## src/rtl/node_irq_scheduler.sv

```systemverilog
// Round-robin IRQ scheduler: latches rising edges of per-bus request lines as
// sticky pending bits and hands them one at a time to a shared downstream
// handler through a grant/ack/done handshake, with timeout recovery.
module node_irq_scheduler #(
  parameter int N_BUS       = 32,
  parameter int ID_W        = 5,
  parameter int TIMEOUT_CYC = 1024,
  parameter int CNT_W       = 16
) (
  input  logic             clk,
  input  logic             rst,
  input  logic [N_BUS-1:0] req_in,
  input  logic             en,
  output logic             grant_valid,
  output logic [ID_W-1:0]  grant_id,
  output logic [N_BUS-1:0] grant_onehot,
  input  logic             grant_ack,
  input  logic             done,
  output logic             timeout_err,
  output logic [N_BUS-1:0] pending_out,
  output logic             busy
);

  typedef enum logic [1:0] {
    IDLE   = 2'd0,
    SELECT = 2'd1,
    GRANT  = 2'd2,
    WAIT   = 2'd3
  } state_t;

  state_t           state_q;
  logic [N_BUS-1:0] req_q;
  logic [N_BUS-1:0] pending_q;
  logic [N_BUS-1:0] pending_d;
  logic [N_BUS-1:0] rise;
  logic [N_BUS-1:0] clr_mask;
  logic [N_BUS-1:0] grant_onehot_q;
  logic [ID_W-1:0]  ptr_q;
  logic [ID_W-1:0]  grant_id_q;
  logic [ID_W-1:0]  sel_id;
  logic             sel_found;
  logic [CNT_W-1:0] cnt_q;
  logic             grant_valid_q;
  logic             timeout_err_q;
  logic             busy_q;
  logic             complete;
  logic             expire;

  // Transaction end conditions and the pending update (a new rise beats a clear).
  always_comb begin
    complete  = ((state_q == GRANT) && grant_ack && done) ||
                ((state_q == WAIT) && done);
    expire    = ((state_q == GRANT) || (state_q == WAIT)) && !complete &&
                (cnt_q == CNT_W'(TIMEOUT_CYC - 1));
    rise      = req_in & ~req_q;
    clr_mask  = (complete || expire) ? grant_onehot_q : '0;
    pending_d = (pending_q & ~clr_mask) | rise;
  end

  // Round-robin search: first pending bit after ptr, wrapping, ptr itself last.
  always_comb begin
    logic [ID_W-1:0] idx;
    sel_found = 1'b0;
    sel_id    = '0;
    idx       = '0;
    for (int k = 1; k <= N_BUS; k++) begin
      idx = ID_W'((int'(ptr_q) + k) % N_BUS);
      if (!sel_found && pending_q[idx]) begin
        sel_found = 1'b1;
        sel_id    = idx;
      end
    end
  end

  // Request edge history and sticky pending vector.
  always_ff @(posedge clk or posedge rst) begin
    if (rst) begin
      req_q     <= '0;
      pending_q <= '0;
    end else begin
      req_q     <= req_in;
      pending_q <= pending_d;
    end
  end

  // Grant sequencing FSM with registered outputs and timeout counter.
  always_ff @(posedge clk or posedge rst) begin
    if (rst) begin
      state_q        <= IDLE;
      ptr_q          <= ID_W'(N_BUS - 1);
      grant_id_q     <= '0;
      grant_onehot_q <= '0;
      grant_valid_q  <= 1'b0;
      timeout_err_q  <= 1'b0;
      busy_q         <= 1'b0;
      cnt_q          <= '0;
    end else begin
      timeout_err_q <= 1'b0;
      case (state_q)
        IDLE: begin
          if (en && (|pending_q)) begin
            state_q <= SELECT;
            busy_q  <= 1'b1;
          end
        end
        SELECT: begin
          if (sel_found) begin
            grant_id_q     <= sel_id;
            grant_onehot_q <= {{(N_BUS-1){1'b0}}, 1'b1} << sel_id;
            cnt_q          <= '0;
            grant_valid_q  <= 1'b1;
            state_q        <= GRANT;
          end else begin
            state_q <= IDLE;
            busy_q  <= 1'b0;
          end
        end
        GRANT, WAIT: begin
          if (complete || expire) begin
            state_q        <= IDLE;
            grant_valid_q  <= 1'b0;
            grant_onehot_q <= '0;
            busy_q         <= 1'b0;
            ptr_q          <= grant_id_q;
            timeout_err_q  <= expire;
          end else begin
            cnt_q <= cnt_q + CNT_W'(1);
            if ((state_q == GRANT) && grant_ack) begin
              state_q       <= WAIT;
              grant_valid_q <= 1'b0;
            end
          end
        end
        default: begin
          state_q       <= IDLE;
          grant_valid_q <= 1'b0;
          busy_q        <= 1'b0;
        end
      endcase
    end
  end

  assign grant_valid  = grant_valid_q;
  assign grant_id     = grant_id_q;
  assign grant_onehot = grant_onehot_q;
  assign timeout_err  = timeout_err_q;
  assign pending_out  = pending_q;
  assign busy         = busy_q;

endmodule

```

## config.mk

```make
export PLATFORM = sky130hd
export DESIGN_NAME = node_irq_scheduler
export DESIGN_NICKNAME = d
export VERILOG_FILES = /design/src/rtl/node_irq_scheduler.sv
export SDC_FILE = /design/constraint.sdc
export NUM_CORES = 1
export LEC_CHECK = 0
export ABC_AREA = 1
export BUFFER_PORTS_ARGS = -buffer_cell sky130_fd_sc_hd__buf_4
export CORE_AREA = 2 2 149 166
export DETAILED_ROUTE_END_ITERATION = 12
export DIE_AREA = 0 0 151 168
export PLACE_DENSITY = 0.61
export SYNTH_ARGS = -nofsm -noshare
export SYNTH_HDL_FRONTEND = slang
export SYNTH_SLANG_ARGS = --single-unit
```

## constraint.sdc

```tcl
create_clock -name clk -period 5 [get_ports clk]
set_clock_uncertainty 0.05 [all_clocks]
set_input_delay 1 -clock clk [delete_from_list [all_inputs] [get_ports clk]]
set_output_delay 1 -clock clk [all_outputs]
set_load 0.02 [all_outputs]
```

==> run summary <==
The flow ran to the end, and the final reports show no timing, DRC or antenna violations. In this run the standard cell core region covers 23900 sq um. Ranked by total cell area, the synthesized netlist is headed by sky130_fd_sc_hd__dfrtp_1, sky130_fd_sc_hd__nand2_1, sky130_fd_sc_hd__nand3_1, sky130_fd_sc_hd__inv_1, sky130_fd_sc_hd__o21ai_0.

The number of register bits inferred by synthesis is 127, and the post-route non-filler standard cell count is 2032. The wire length of the first global-routing pass was 54000 um. The routed wire length is 36800 um. The die is 151 um wide.

The tools report the largest net degree at the start of global routing as 80. The endpoint identified for the worst register-to-register timing path is busy. The via count of the first global-routing pass is 9870.

The post-synthesis to final-layout area growth was 45.6%. The Yosys step of the flow raised 0 warnings. At the later pin of the worst-skew pair, clock insertion delay measures 0.44 ns. Counting tap cells, the placed design contains a total of 1953 instances. The ratio of cells with drive above 1 in the final layout came out at 0.318.

Clock-pin slew was measured on the worst setup and hold paths at 0.07 ns. The average via count per standard cell was 5.28; the port buffer count was 108. The startpoint-to-endpoint class of the critical path is register to register.

The number of antenna violations at the first check in global routing is 0. The die covers 25400 sq um. At the end of routability-driven placement, the weighted congestion stood at 0.980.

The worst setup path is launched from a register. The post-detailed-route wirelength per cell was 18.1 um. The die height came out at 168 um. The run gives 0 as the hold buffer count at CTS. 0 antenna diodes ended up in the layout.

The final cycle utilization of the critical path came out at 0.979. Data arrives at the worst endpoint at 5.15 ns. The synthesized netlist net count was 1466; the delay of the slowest cell on the worst path was 0.58 ns. The run gives 204 MHz as the fmax.

The total overflow left after global routing is 0. The CTS buffer count was 17; the number of antenna-violating nets in the routed design was 0. The path with the worst hold slack has its endpoint at pending_out[12]. The maximum level of the CTS H-tree was 4. The number of instances in the synthesized netlist was 1415. The top cell type's share of synthesized area is 0.327. The logs give 27700 um for the half-perimeter wire length after placement and 127 for the CTS sink count. For the placement row count, the log shows 60. The clock passes through at most 2 buffers. The number of design-rule violations left by the first detailed-router iteration is 785, and the number of remaining DRC errors is 0.

The overall routing resource usage is 0.278. 109 I/O pins were placed. The startpoint identified for the worst register-to-register timing path is ptr_q[2].

The critical path data required time is 5.25 ns. The hold path depth was 1. The maximum fanout count along the critical path is 6, and the first-pass detailed-route iteration total is 5.

Setup violations remaining at the end of the flow were counted as 0. TritonCTS built the clock tree. Setup repair after global routing could not meet its margin everywhere.

The average instance in the mapped netlist occupies 6.60 sq um. The routed design could run at a clock period as short as 4.90 ns. The count of maximum capacitance violations came out at 0. The library cell used as clock root buffer is sky130_fd_sc_hd__clkbuf_16. The logs give 0.336 for the worst relative slew slack and 0.341 for the share of the yosys chip area belonging to registers. For flop-to-flop paths, the worst setup slack is 0.10 ns.

Counting cells, the worst reg-to-reg path comes to 32. The final count of pins violating max slew was 0. The classification of the worst-slack hold path was register to register. For this design, the slowest cell found on the critical path is sky130_fd_sc_hd__dfstp_2.

Most prevalent standard cell on the critical path: sky130_fd_sc_hd__nor2_4. For the initial core utilization, the log shows 0.391. The post-synthesis cell type with the largest combined area was sky130_fd_sc_hd__dfrtp_1.

The worst setup path is captured at a register. The synthesized netlist occupies a cell area of 9350 sq um. Counting distinct cell types in the post-synthesis netlist gives 43. For the net count reported at finish, the log shows 1760. The detailed router placed 10724 vias in this run.

The start point of the worst hold path was req_q[12]. Number of hold-slack violations in the final timing report: 0. The worst-margin pin slew came out at 0.996 ns.
[critical path, delay by kind of cell (launching register included)]
| family | cells | cell delay, ns |
|---|---|---|
| adders and majority gates | 1 | 0.23 |
| AOI/OAI and AO/OA | 2 | 0.25 |
| buffers and inverters | 5 | 0.57 |
| and+or+nand+nor | 24 | 3.07 |
| DFF | 1 | 0.58 |
[metrics by stage]
stage | cell area (sq um) | hold WS (ns) | setup TNS, ns | setup slack (ns) | utilization
2_1_floorplan | 9460 | 0.350 | 0 | 0.000174 | -
5_1_grt | 13600 | 0.380 | -6.78 | -0.213 | 0.570
3_5_place_dp | 11700 | 0.357 | -3.95 | -0.184 | 0.491
3_3_place_gp | 11700 | 0.352 | -2.70 | -0.155 | 0.491
6_report | 13600 | 0.359 | 0 | 0.103 | 0.570
4_1_cts | 12500 | 0.363 | 0 | 0.00638 | 0.524
[how the worst max path moves through the flow]
stage,end,slack (ns),depth (start not counted),from
floorplan,cnt_q[11],0.0002,35,ptr_q[1]
global placement,grant_onehot[8],-0.15,34,ptr_q[1]
detailed placement,grant_onehot[8],-0.18,34,ptr_q[1]
CTS,grant_onehot[6],0.006,35,ptr_q[1]
global route,grant_onehot[5],-0.21,31,ptr_q[2]
finish,busy,0.10,32,ptr_q[2]
[synth_stat cells, drive strengths merged]
cell     count
a21o         1
a21oi       15
a31oi       11
and2         1
buf         30
clkbuf      17
clkinv       3
dfrtp      122
dfstp        5
ha          14
inv        164
nand2      456
nand3      262
nand3b       5
nand4       39
nor2       121
nor3        12
nor4         6
nor4b        1
o2111ai      2
o211ai       1
o21a         3
o21ai       95
o21bai       1
xnor2        4
xor2        24
[state kept, by name, summed over array words and instances, names as in the netlist]
signal and flops:
req_q 32, state_q 2, pending_out 32, cnt_q 16, ptr_q 5, grant_onehot 32, grant_valid 1, busy 1
grant_id 5, timeout_err 1
[cells by family (layout without fill, tap and decap cells)]
kind of cell / count (synthesis) / after routing / share of synthesized area
adder cells (fa/ha/maj): 14 / 14 / 0.0187
XOR/XNOR: 28 / 28 / 0.0295
buffers and inverters: 214 / 519 / 0.0931
AO/OA/AOI/OAI: 129 / 129 / 0.0762
AND/OR/NAND/NOR: 903 / 905 / 0.442
flip-flops: 127 / 127 / 0.341
[placed cells by master (no fill, tap or decap), drive strengths merged]
master	instances
nor4b	1
clkinv	10
nand3	262
xnor2	4
o21a	3
buf	317
dfstp	5
xor2	24
o21bai	1
a21oi	15
clkbuf	19
nor2	121
nand4	39
a21o	1
nor3	12
nand3b	5
and2	1
dfrtp	122
nand2	458
o2111ai	2
ha	14
inv	173
o211ai	1
o21ai	95
nor4	6
a31oi	11
[timing repair]
item | 4_1_cts | 5_1_grt
pin swaps | 17 | 56
setup buffers | 12 | 31
gates resized for setup | 11 | 168
cloned | 0 | 5
endpoints found under the setup margin | 46 | 57
[routing by layer]
layer	routed length [um]	global-route usage	up-vias
li1	-	-	5198
met1	15300	0.364	5056
met2	18100	0.464	386
met3	1950	0.0398	84
met4	1530	0.106	0
met5	0	0	-
[final cells by class]
type | instances | area, sq um
Multi-Input combinational cell | 1076 | 6120
Clock buffer | 17 | 425
Clock inverter | 15 | 201
Inverter | 167 | 666
Timing Repair inverter | 1 | 11.3
Tap cell | 310 | 388
Sequential cell | 127 | 3180
Timing Repair Buffer | 319 | 2610
Fill cell | 2277 | 10300
Power is left out: the tool's default activity adds up to more than one toggle a clock period on the data nets, which glitch-free logic cannot reach.
